$ cat config.mk
export PLATFORM = sky130hd
export DESIGN_NAME = pattern_tx
export DESIGN_NICKNAME = d
export VERILOG_FILES = /design/src/rtl/pattern_pkg.sv /design/src/rtl/pattern_tx_bit_timer.sv /design/src/rtl/pattern_tx.sv
export SDC_FILE = /design/constraint.sdc
export NUM_CORES = 1
export LEC_CHECK = 0
export BUFFER_PORTS_ARGS = -buffer_cell sky130_fd_sc_hd__clkbuf_2
export CORE_UTILIZATION = 50
export DETAILED_ROUTE_END_ITERATION = 7
export PLACE_DENSITY_LB_ADDON = 0.15
export SLEW_MARGIN = 5
export SYNTH_ARGS = -nofsm -noshare
export SYNTH_HDL_FRONTEND = slang
export SYNTH_SLANG_ARGS = --single-unit
$ cat constraint.sdc
create_clock -name clk -period 3 [get_ports clk]
set_input_delay 0.15 -clock clk [delete_from_list [all_inputs] [get_ports clk]]
set_output_delay 0.15 -clock clk [all_outputs]
set_load 0.02 [all_outputs]
$ cat src/rtl/pattern_pkg.sv
// Shared definitions for the 1010 pattern link: FSM state codes (3-bit, common with the
// detector's pst), the default preamble and the parity helper.
package pattern_pkg;

  localparam int STATE_W = 3;

  typedef enum logic [STATE_W-1:0] {
    IDLE = 3'd0,
    PRE  = 3'd1,
    DATA = 3'd2,
    PAR  = 3'd3
  } state_e;

  localparam logic [3:0] PREAMBLE_DEFAULT = 4'b1010;

  function automatic logic even_parity(input logic [31:0] word);
    return ^word;
  endfunction

endpackage

$ cat src/rtl/pattern_tx_bit_timer.sv
// bit_timer: counts clocks within one transmitted bit-time and strobes on the last one.
module bit_timer #(
  parameter int BIT_DIV = 1
) (
  input  logic clk,
  input  logic rst,
  input  logic clr,
  output logic wrap
);

  localparam int CNT_W = (BIT_DIV > 1) ? $clog2(BIT_DIV) : 1;
  localparam logic [CNT_W-1:0] CNT_MAX = CNT_W'(BIT_DIV - 1);

  logic [CNT_W-1:0] cnt_r;

  // Bit-time counter: 0..BIT_DIV-1, held at zero while the transmitter is idle.
  always_ff @(posedge clk or negedge rst) begin
    if (!rst) begin
      cnt_r <= {CNT_W{1'b0}};
    end else if (clr || (cnt_r == CNT_MAX)) begin
      cnt_r <= {CNT_W{1'b0}};
    end else begin
      cnt_r <= cnt_r + 1'b1;
    end
  end

  assign wrap = (cnt_r == CNT_MAX);

endmodule

$ cat src/rtl/pattern_tx.sv
// pattern_tx: sends preamble + MSB-first payload (+ even parity when PATTERN_TX_PARITY_EN
// is defined) on a single serial line, each bit held for BIT_DIV clocks.
module pattern_tx
  import pattern_pkg::*;
#(
  parameter int                 DATA_W   = 8,
  parameter int                 PRE_LEN  = 4,
  parameter logic [PRE_LEN-1:0] PREAMBLE = PRE_LEN'(PREAMBLE_DEFAULT),
  parameter int                 BIT_DIV  = 1
) (
  input  logic              clk,
  input  logic              rst,
  input  logic [DATA_W-1:0] din,
  input  logic              din_valid,
  output logic              din_ready,
  output logic              o,
  output logic              o_valid,
  output logic              busy,
  output logic [2:0]        pst
);

  localparam int IDX_MAX = (PRE_LEN > DATA_W) ? PRE_LEN : DATA_W;
  localparam int IDX_W   = (IDX_MAX > 1) ? $clog2(IDX_MAX) : 1;
  localparam logic [IDX_W-1:0] PRE_LAST  = IDX_W'(PRE_LEN - 1);
  localparam logic [IDX_W-1:0] DATA_LAST = IDX_W'(DATA_W - 1);

  state_e             state_r;
  logic [IDX_W-1:0]   idx_r;
  logic [DATA_W-1:0]  shift_r;
  logic [DATA_W-1:0]  shift_nx_s;
  logic [PRE_LEN-1:0] pre_nx_s;
  logic               wrap_s;
`ifdef PATTERN_TX_PARITY_EN
  logic               par_r;
`endif

  // o is registered, so each branch loads the bit for the coming bit-time.
  assign shift_nx_s = shift_r << 1'b1;
  assign pre_nx_s   = PREAMBLE << (idx_r + 1'b1);
  assign pst        = state_r;

  bit_timer #(
    .BIT_DIV (BIT_DIV)
  ) u_bit_timer (
    .clk  (clk),
    .rst  (rst),
    .clr  (state_r == IDLE),
    .wrap (wrap_s)
  );

  // Frame FSM with registered serial and handshake outputs.
  always_ff @(posedge clk or negedge rst) begin
    if (!rst) begin
      state_r   <= IDLE;
      idx_r     <= {IDX_W{1'b0}};
      shift_r   <= {DATA_W{1'b0}};
`ifdef PATTERN_TX_PARITY_EN
      par_r     <= 1'b0;
`endif
      o         <= 1'b0;
      o_valid   <= 1'b0;
      busy      <= 1'b0;
      din_ready <= 1'b1;
    end else begin
      case (state_r)
        IDLE: begin
          if (din_valid && din_ready) begin
            state_r   <= PRE;
            idx_r     <= {IDX_W{1'b0}};
            shift_r   <= din;
`ifdef PATTERN_TX_PARITY_EN
            par_r     <= even_parity(32'(din));
`endif
            o         <= PREAMBLE[PRE_LEN-1];
            o_valid   <= 1'b1;
            busy      <= 1'b1;
            din_ready <= 1'b0;
          end
        end
        PRE: begin
          if (wrap_s) begin
            if (idx_r == PRE_LAST) begin
              state_r <= DATA;
              idx_r   <= {IDX_W{1'b0}};
              o       <= shift_r[DATA_W-1];
            end else begin
              idx_r   <= idx_r + 1'b1;
              o       <= pre_nx_s[PRE_LEN-1];
            end
          end
        end
        DATA: begin
          if (wrap_s) begin
            if (idx_r == DATA_LAST) begin
              idx_r     <= {IDX_W{1'b0}};
`ifdef PATTERN_TX_PARITY_EN
              state_r   <= PAR;
              o         <= par_r;
`else
              state_r   <= IDLE;
              o         <= 1'b0;
              o_valid   <= 1'b0;
              busy      <= 1'b0;
              din_ready <= 1'b1;
`endif
            end else begin
              idx_r   <= idx_r + 1'b1;
              shift_r <= shift_nx_s;
              o       <= shift_nx_s[DATA_W-1];
            end
          end
        end
`ifdef PATTERN_TX_PARITY_EN
        PAR: begin
          if (wrap_s) begin
            state_r   <= IDLE;
            o         <= 1'b0;
            o_valid   <= 1'b0;
            busy      <= 1'b0;
            din_ready <= 1'b1;
          end
        end
`endif
        default: begin
          state_r   <= IDLE;
          idx_r     <= {IDX_W{1'b0}};
          o         <= 1'b0;
          o_valid   <= 1'b0;
          busy      <= 1'b0;
          din_ready <= 1'b1;
        end
      endcase
    end
  end

endmodule
==> results.cfg, run 1 <==
[yosys]
synth.distinct_cells = 30
synth_edf_count = 0
synth_area_per_cell_um2 = 10.66
synth_area_leaders = dfrtp_1 41%, mux2i_1 9.2%, ha_1 8.9%, a21oi_2 6.3%, a21oi_1 4.1%
yosysSeqAreaShare_pct = 43.49
yosysTopAreaCellShare_pct = 40.82
synthCells = 92
yosys.area.top_type = dfrtp_1
synth_top_flop_cell = dfrtp_1
synth.cell_area_um2 = 980.9
yosysWarnings = 0
ys_ff_latch = 17
post-synth-top-count-cell = dfrtp_1
synthTopCellsByCount = 16 x dfrtp_1, 9 x mux2i_1, 9 x nand2_1, 8 x a21oi_1
async_flop_share_pct = 100.0

[clock_network]
clock-sinks = 17
cts_tree = yes
clk_pin_slew_worst_paths_ns = 0.09
cts_setup_buffers = 0
clk_latency_ns = 0.28
cts-root-buf = clkbuf_4
ctsResizeCount = 0
h-tree-depth = 1
numCtsBuffers = 3
clockBufferDepth = 2

[floorplanning]
die_x_um = 46.30
start_util_pct = 55.02
row_count = 15
dieArea_um2 = 2143
io_pins = 18
design.core.area_um2 = 1783
die_h_um = 46.30

[route]
viasPerCell = 5.289
wl_per_cell_um = 12.43
drtIter0Drc = 9
finalWirelength_um = 1678
drt_pass1_iterations = 4
drc = 0
via_count = 714
ant_nets = 0

[timing]
fmaxAchievable_mhz = 502.2
finalCritPeriodShare_pct = 66.37
rsz0062_at_grt = false
hold_viol = 0
holdWs_ns = 0.1414
skew_ns = 0.0008297
finalCriticalPeriod_ns = 1.991
setup_viol = 0
drv_slew = 0
setup_tns_ns = 0

[run_status]
status = complete, no violations

[critical_path]
startpoint_type = flop
critPathKind = flop to flop
r2r_cells = 6
worst_ep_required_time_ns = 3.17
cp.arrival_ns = 2.16
critPathCaptureType = flop
worstPathMaxFanout = 11

[power_and_ir_drop]
cellLeakagePower_nw = 0.5070
powerDensity_nw_per_um2 = 892.8
vdd_drop_max_mv = 0.5503

[grt]
grt_pass1_vias = 673
globalRouteOverflowTotal = 0
grt_max_degree = 18
grt_use_total_pct = 18.31
antenna_found_initial = 0
grt_pass1_wl_um = 2739

[placed_design]
dp_hpwl_um = 1317
portBuffers = 16
placed_cells = 130
globalplace.congestion = 0.8845

[finish]
syn_to_final_growth_pct = 12.50
layout.nets = 129
layout-drive-gt1-share_pct = 29.09
stdcell_count = 135
antenna_cells = 0

[worst_hold_path]
whs_path_depth = 3
min-delay-path-class = input pin to flop

[flow_run]
cap_viol_max_count = 0
-- power by group --
part	total, W	switching [W]	leakage [nW]	internal (W)
registers	0.000390	0.0000614	0.202	0.000329
logic	0.000479	0.000293	0.290	0.000186
clock network	0.000117	0.0000651	0.0150	0.0000516
-- repair_timing --
| item | CTS | global route |
|---|---|---|
| hold buffers | 1 | 0 |
| endpoints found under the setup margin | 0 | 0 |
| endpoints found under the hold margin | 16 | 0 |
-- metrics by stage --
step	setup WS, ns	instance area (um^2)	utilization, %	power (W)
floorplan	1.185	984.7	-	0.0007863
global placement	1.097	1067	59.86	0.0008699
detailed placement	1.021	1067	59.86	0.0008788
CTS	0.9997	1104	61.89	0.001002
global route	0.8841	1104	61.89	0.001065
finish	1.009	1104	61.89	0.0009853
-- per-layer routing --
layer | GRT usage, % | share of wire (%) | vias to the layer above
li1 | - | - | 357
met1 | 23.33 | 46 | 337
met2 | 29.86 | 50 | 16
met3 | 2.353 | 3.2 | 4
met4 | 10.00 | 1.2 | 0
met5 | 0 | 0 | -
-- flip-flops by register name (all words and copies together), names as in the netlist --
signal             flops
shift_r                8
idx_r                  3
pst                    2
busy                   1
din_ready              1
o                      1
u_bit_timer.cnt_r      1
-- cell usage in the layout, fill, tap and decap left out, types with 2 or more instances in the layout --
cell,n
and2_1,2
dfrtp_1,16
nand2_1,9
inv_1,6
ha_1,7
mux2i_1,9
conb_1,2
a21oi_1,8
clkbuf_2,16
nor2_1,2
o31ai_1,2
clkbuf_4,3
o21ai_1,2
mux2_1,2
a21oi_2,7
-- path summary, 6_finish.rpt --
kind	start	to	slack (ns)
worst max-delay path	pst[1]	busy	1.01
worst min-delay path	din[0]	shift_r[0]	0.14
worst max register to register	pst[1]	busy	1.01
worst min register to register	o	o	0.48
max in group asynchronous	rst	din_ready	2.36
min in group asynchronous	rst	o	0.32
-- layout make-up --
cell class	instances	area (um^2)
fill	151	679.4
multi-input combinational	65	499.2
sequential	17	426.7
timing repair buffer	18	97.59
tap	25	31.28
clock buffer	4	26.28
inverter	6	22.52
-- critical path, stage by stage (launching register included) --
cell	delay [ns]
dfrtp_1	0.42
inv_1	0.10
ha_1	0.24
a21bo_2	0.32
nand2_1	0.20
nor3_2	0.24
mux2_1	0.36
-- cell families (layout without fill, tap and decap cells) --
| logic type | count (synthesis) | in the layout | share of synthesized area [%] |
|---|---|---|---|
| compound gates | 28 | 28 | 21.17 |
| flops | 17 | 17 | 43.49 |
| simple gates | 17 | 17 | 8.546 |
| mux | 11 | 11 | 11.48 |
| buf+inv | 11 | 28 | 5.994 |
| fa+ha+maj | 7 | 7 | 8.928 |
| other cells | 1 | 2 | 0.3823 |
Note: power is estimated with default switching activity, not from simulation.
==> run 2, diff against run 1 <==
--- a/config.mk
+++ b/config.mk
@@ -6,7 +6,7 @@
 export NUM_CORES = 1
 export LEC_CHECK = 0
 export BUFFER_PORTS_ARGS = -buffer_cell sky130_fd_sc_hd__clkbuf_2
-export CORE_UTILIZATION = 50
+export CORE_UTILIZATION = 48
 export DETAILED_ROUTE_END_ITERATION = 7
 export PLACE_DENSITY_LB_ADDON = 0.15
 export SLEW_MARGIN = 5
==> constraint.sdc (replaced) <==
create_clock -name clk -period 1.8 [get_ports clk]
set_input_delay 0.09 -clock clk [delete_from_list [all_inputs] [get_ports clk]]
set_output_delay 0.09 -clock clk [all_outputs]
set_load 0.02 [all_outputs]
==> run 2 against run 1 <==
Net effect: non-clock buffer count is 8 higher; die area up 4.0%; utilization up 2.8 points; flip-flop and latch count did not move.
==> results.cfg, run 2 (synthesis results as in run 1) <==
[finish]
nFillCells = 166
layout_common_cells = 16 x clkbuf_2, 15 x dfrtp_1, 9 x mux2i_1, 9 x nand2_1, 9 x buf_4
regMostFlops = shift_r
syn_to_final_growth_pct = 20.15
antenna_cells = 0
layout-drive-gt1-share_pct = 37.29
stdcell_count = 143
largest_register_ffs = 8
final_common_cell = clkbuf_2
post-route-util_pct = 64.74
layout.nets = 137

[grt]
grt_max_degree = 18
grt_pass1_vias = 745
grt_use_total_pct = 20.80
globalRouteOverflowTotal = 0
antenna_found_initial = 0
grt_pass1_wl_um = 3236

[route]
drc = 0
ant_nets = 0
via_count = 752
drt_pass1_iterations = 5
drtIter0Drc = 12
wl_per_cell_um = 13.48
viasPerCell = 5.259
finalWirelength_um = 1928

[placed_design]
dp_hpwl_um = 1483
placed_cells = 138
portBuffers = 16
globalplace.congestion = 0.8890

[critical_path]
startpoint_type = flop
worst_ep_required_time_ns = 1.99
critPathCaptureType = flop
path_cells = inv_1 > ha_1 > a21bo_2 > nand2_1 > nor3_4 > mux2_1
critPathMaxStageDelay_ns = 0.42
rr_startpoint = pst[0]
startpoint = pst[0]
critPathKind = flop to flop
cp.arrival_ns = 1.87
worstPathMaxFanout = 4
slowest_stage = dfrtp_1

[clock_network]
cts_tree = yes
h-tree-depth = 1
numCtsBuffers = 3
clock-sinks = 17
cts_setup_buffers = 0
clk_pin_slew_worst_paths_ns = 0.11
clockBufferDepth = 2
cts-root-buf = clkbuf_4
clk_latency_ns = 0.29

[floorplanning]
die_h_um = 47.21
design.core.area_um2 = 1821
start_util_pct = 53.88
dieArea_um2 = 2228
die_x_um = 47.21
io_pins = 18
row_count = 15

[timing]
drv_slew = 0
hold_viol = 0
fmaxAchievable_mhz = 592.2
skew_ns = 0.001059
finalCritPeriodShare_pct = 93.81
rsz0062_at_grt = false
finalCriticalPeriod_ns = 1.689
holdWs_ns = 0.03747
setup_viol = 0
setup_tns_ns = 0

[worst_hold_path]
hp-start = din[0]
min-delay-path-class = input pin to flop

[power_and_ir_drop]
powerDensity_nw_per_um2 = 1548
vdd_drop_max_mv = 0.9762
cellLeakagePower_nw = 0.5451

[run_status]
status = complete, no violations

[flow_run]
cap_viol_max_count = 0
==> run 2: repair_timing <==
action,in CTS,in global routing
hold buffers,1,0
endpoints found under the setup margin,0,9
hold endpoints to repair,16,0
resized for setup,0,3
==> run 2: path summary, 6_finish.rpt <==
kind,cells after the start,slack [ns],end
max,6,0.11,busy
min,3,0.04,shift_r[0]
min reg2reg,2,0.50,o
max in group asynchronous,2,1.20,din_ready
min in group asynchronous,2,0.27,shift_r[0]
max reg2reg,6,0.11,busy
==> run 2: through the flow <==
stage          setup WS, ns  total power, W  instance area, um^2
2_1_floorplan       0.01127        0.001311                985.9
3_3_place_gp         0.1649        0.001572                 1129
3_5_place_dp        0.05133        0.001607                 1129
4_1_cts             0.03106        0.001824                 1166
5_1_grt             0.01677        0.001964                 1179
6_report             0.1115        0.001824                 1179
==> run 2: layout make-up <==
cell class | count | area, um^2 | share of cell area [%]
multi-input cells | 65 | 511.7 | 43.42
flip-flops and latches | 17 | 427.9 | 36.31
repair buffers | 26 | 157.7 | 13.38
well taps | 25 | 31.28 | 2.654
clock buffers | 3 | 22.52 | 1.911
inverters | 6 | 22.52 | 1.911
clock inverters | 1 | 5.005 | 0.4246
==> run 2: per-layer routing <==
| layer | vias to the layer above | wire length, um | global-route usage, % |
|---|---|---|---|
| met5 | - | 0 | 0 |
| met4 | 0 | 27 | 8.571 |
| met3 | 4 | 57 | 2.308 |
| met2 | 23 | 935 | 33.33 |
| met1 | 350 | 907 | 28.57 |
| li1 | 375 | - | - |
==> run 2: worst max-delay path, delay by kind of cell (launching register included) <==
kind,cells,cell delay (ns)
AOI/OAI and AO/OA,1,0.21
adders and majority gates,1,0.23
buffers and inverters,1,0.09
DFF,1,0.42
muxes,1,0.35
and+or+nand+nor,2,0.29
==> run 2: where the power goes <==
group	switching [W]	total, W	internal [W]
logic	0.000543	0.000962	0.000419
clock network	0.000130	0.000213	0.0000827
registers	0.000103	0.000650	0.000547
total	0.000775	0.00182	0.00105
==> run 3, diff against run 2 <==
==> constraint.sdc (replaced) <==
create_clock -name clk -period 1.5 [get_ports clk]
set_input_delay 0.075 -clock clk [delete_from_list [all_inputs] [get_ports clk]]
set_output_delay 0.075 -clock clk [all_outputs]
set_load 0.02 [all_outputs]
==> run 3 against run 2 <==
Net effect: the run now ends with negative setup slack left; critical path depth unchanged; die area did not move; via count is 5.3% higher; non-clock buffer count increased by 10; sequential power grew 24%; worst setup slack worse by 0.16 ns; clock-buffer cell count unchanged; register-to-register slack got worse by 0.16 ns; final cell count grew 7.0%; clock skew is 0.0021 ns higher; sequential share of layout area down 5.2 points; largest power group unchanged.
==> results.cfg, run 3 (synthesis results as in run 1) <==
[grt]
antenna_found_initial = 0
met3_usage_pct = 4.615
grtUsageMet2_pct = 41.94
grt_pass1_wl_um = 3788
grt_use_total_pct = 25.26
gr-max-usage-layer = met2
grt_max_degree = 18
globalRouteOverflowTotal = 0
grt_util_met1_pct = 33.10
grt_pass1_vias = 795

[finish]
nFillCells = 131
antenna_cells = 0
multi_input_area_um2 = 614.3
layout.nets = 147
final_common_cell = buf_4
largest_register_ffs = 8
syn_to_final_growth_pct = 40.56
layout-drive-gt1-share_pct = 52.34
stdcell_area_um2 = 1379
layout_common_cells = 17 x buf_4, 16 x clkbuf_2, 14 x dfrtp_1, 9 x mux2i_1
regMostFlops = shift_r
seqCellArea_um2 = 429.2

[clock_network]
clockBufferDepth = 2
h-tree-depth = 1
clk_pin_slew_worst_paths_ns = 0.10
clk_latency_ns = 0.30
clock-sinks = 17
numCtsBuffers = 3
cts_tree = yes
cts-root-buf = clkbuf_4

[timing]
holdWs_ns = 0.02014
skew_ns = 0.003136
finalCritPeriodShare_pct = 102.9
drv_slew = 0
rsz0062_at_grt = true
layout_setup_ws_ns = -0.04392
setup_viol = 11
setup_tns_ns = -0.2187
finalCriticalPeriod_ns = 1.544
fmaxAchievable_mhz = 647.7
hold_viol = 0

[power_and_ir_drop]
vdd_drop_max_mv = 1.626
cellLeakagePower_nw = 0.6207
powerDensity_nw_per_um2 = 1889
total_power_w = 0.002605

[route]
finalWirelength_um = 2268
drtIter0Drc = 11
ant_nets = 0
via_count = 792
viasPerCell = 5.176
drc = 0
drt_pass1_iterations = 4
wl_per_cell_um = 14.82

[critical_path]
startpoint_type = flop
r2r-end = pst[0]
crit_cells = 6
cp-endpoint = pst[0]
cp_top_family = flip-flops
path_buf_inv = 1
critPathKind = flop to flop
worst_ep_required_time_ns = 1.72
rr_startpoint = pst[0]
path_cells = inv_4 > ha_4 > a21boi_4 > o22ai_2 > nand2_1 > mux2i_1
startpoint = pst[0]
critPathCaptureType = flop
cp.arrival_ns = 1.76
r2r_slack_ns = -0.04
critPathMaxStageDelay_ns = 0.46
slowest_stage = dfrtp_2
r2r_cells = 6
worstPathMaxFanout = 5

[floorplanning]
row_count = 15
die_x_um = 47.21
design.core.area_um2 = 1821
dieArea_um2 = 2228
io_pins = 18
start_util_pct = 53.88
die_h_um = 47.21

[placed_design]
portBuffers = 16
placed_area_um2 = 1281
dp_hpwl_um = 1637
globalplace.congestion = 0.9177

[run_status]
status = finished with violations
violations = negative setup slack

[flow_run]
cap_viol_max_count = 0

[worst_hold_path]
min-delay-path-class = input pin to flop
[run 3: area by class of cell]
class	instances	area share, %
tap	25	2.269
multi-input combinational	65	44.56
sequential	17	31.13
inverter	6	1.996
clock buffer	3	1.633
clock inverter	1	0.3630
timing repair buffer	36	18.06
[run 3: how the worst min path moves through the flow]
stage,start,end,slack [ns],cells after the start
4_1_cts,din[0],shift_r[0],0.01,3
3_3_place_gp,rst,idx_r[0],0.03,1
5_1_grt,din[0],shift_r[0],0.03,3
6_report,din[0],shift_r[0],0.02,3
3_5_place_dp,rst,idx_r[0],0.04,1
2_1_floorplan,rst,busy,-0.22,0
[run 3: worst register-to-register path: stages, from the launching register on]
cell and delay [ns]:
dfrtp_2 0.46, inv_4 0.10, ha_4 0.18, a21boi_4 0.27, o22ai_2 0.12, nand2_1 0.10, mux2i_1 0.23
[run 3: timing repair]
item	4_1_cts	5_1_grt
hold buffers	1	0
resized for setup	6	1
endpoints found under the setup margin	12	15
hold endpoints to repair	16	0
pin swaps	4	1
buffers inserted	4	2
[run 3: power by group]
group          switching, W  internal, W  leakage (nW)
logic              0.000775     0.000765         0.404
clock network      0.000158    0.0000996        0.0177
registers          0.000147     0.000660         0.199
total               0.00108      0.00152         0.621
[run 3: layer usage]
layer  vias to the layer above  wire length [um]
met5                         -                 0
met4                         0                22
met3                         2                60
met2                        17              1122
met1                       379              1062
li1                        394                 -
[run 3: per-stage QoR]
stage,setup slack (ns),utilization (%),instances
floorplan,-0.1368,-,93
global placement,-0.04691,70.38,143
detailed placement,-0.09199,70.38,143
CTS,-0.03389,74.57,151
global route,-0.1205,75.74,153
finish,-0.04392,75.74,153
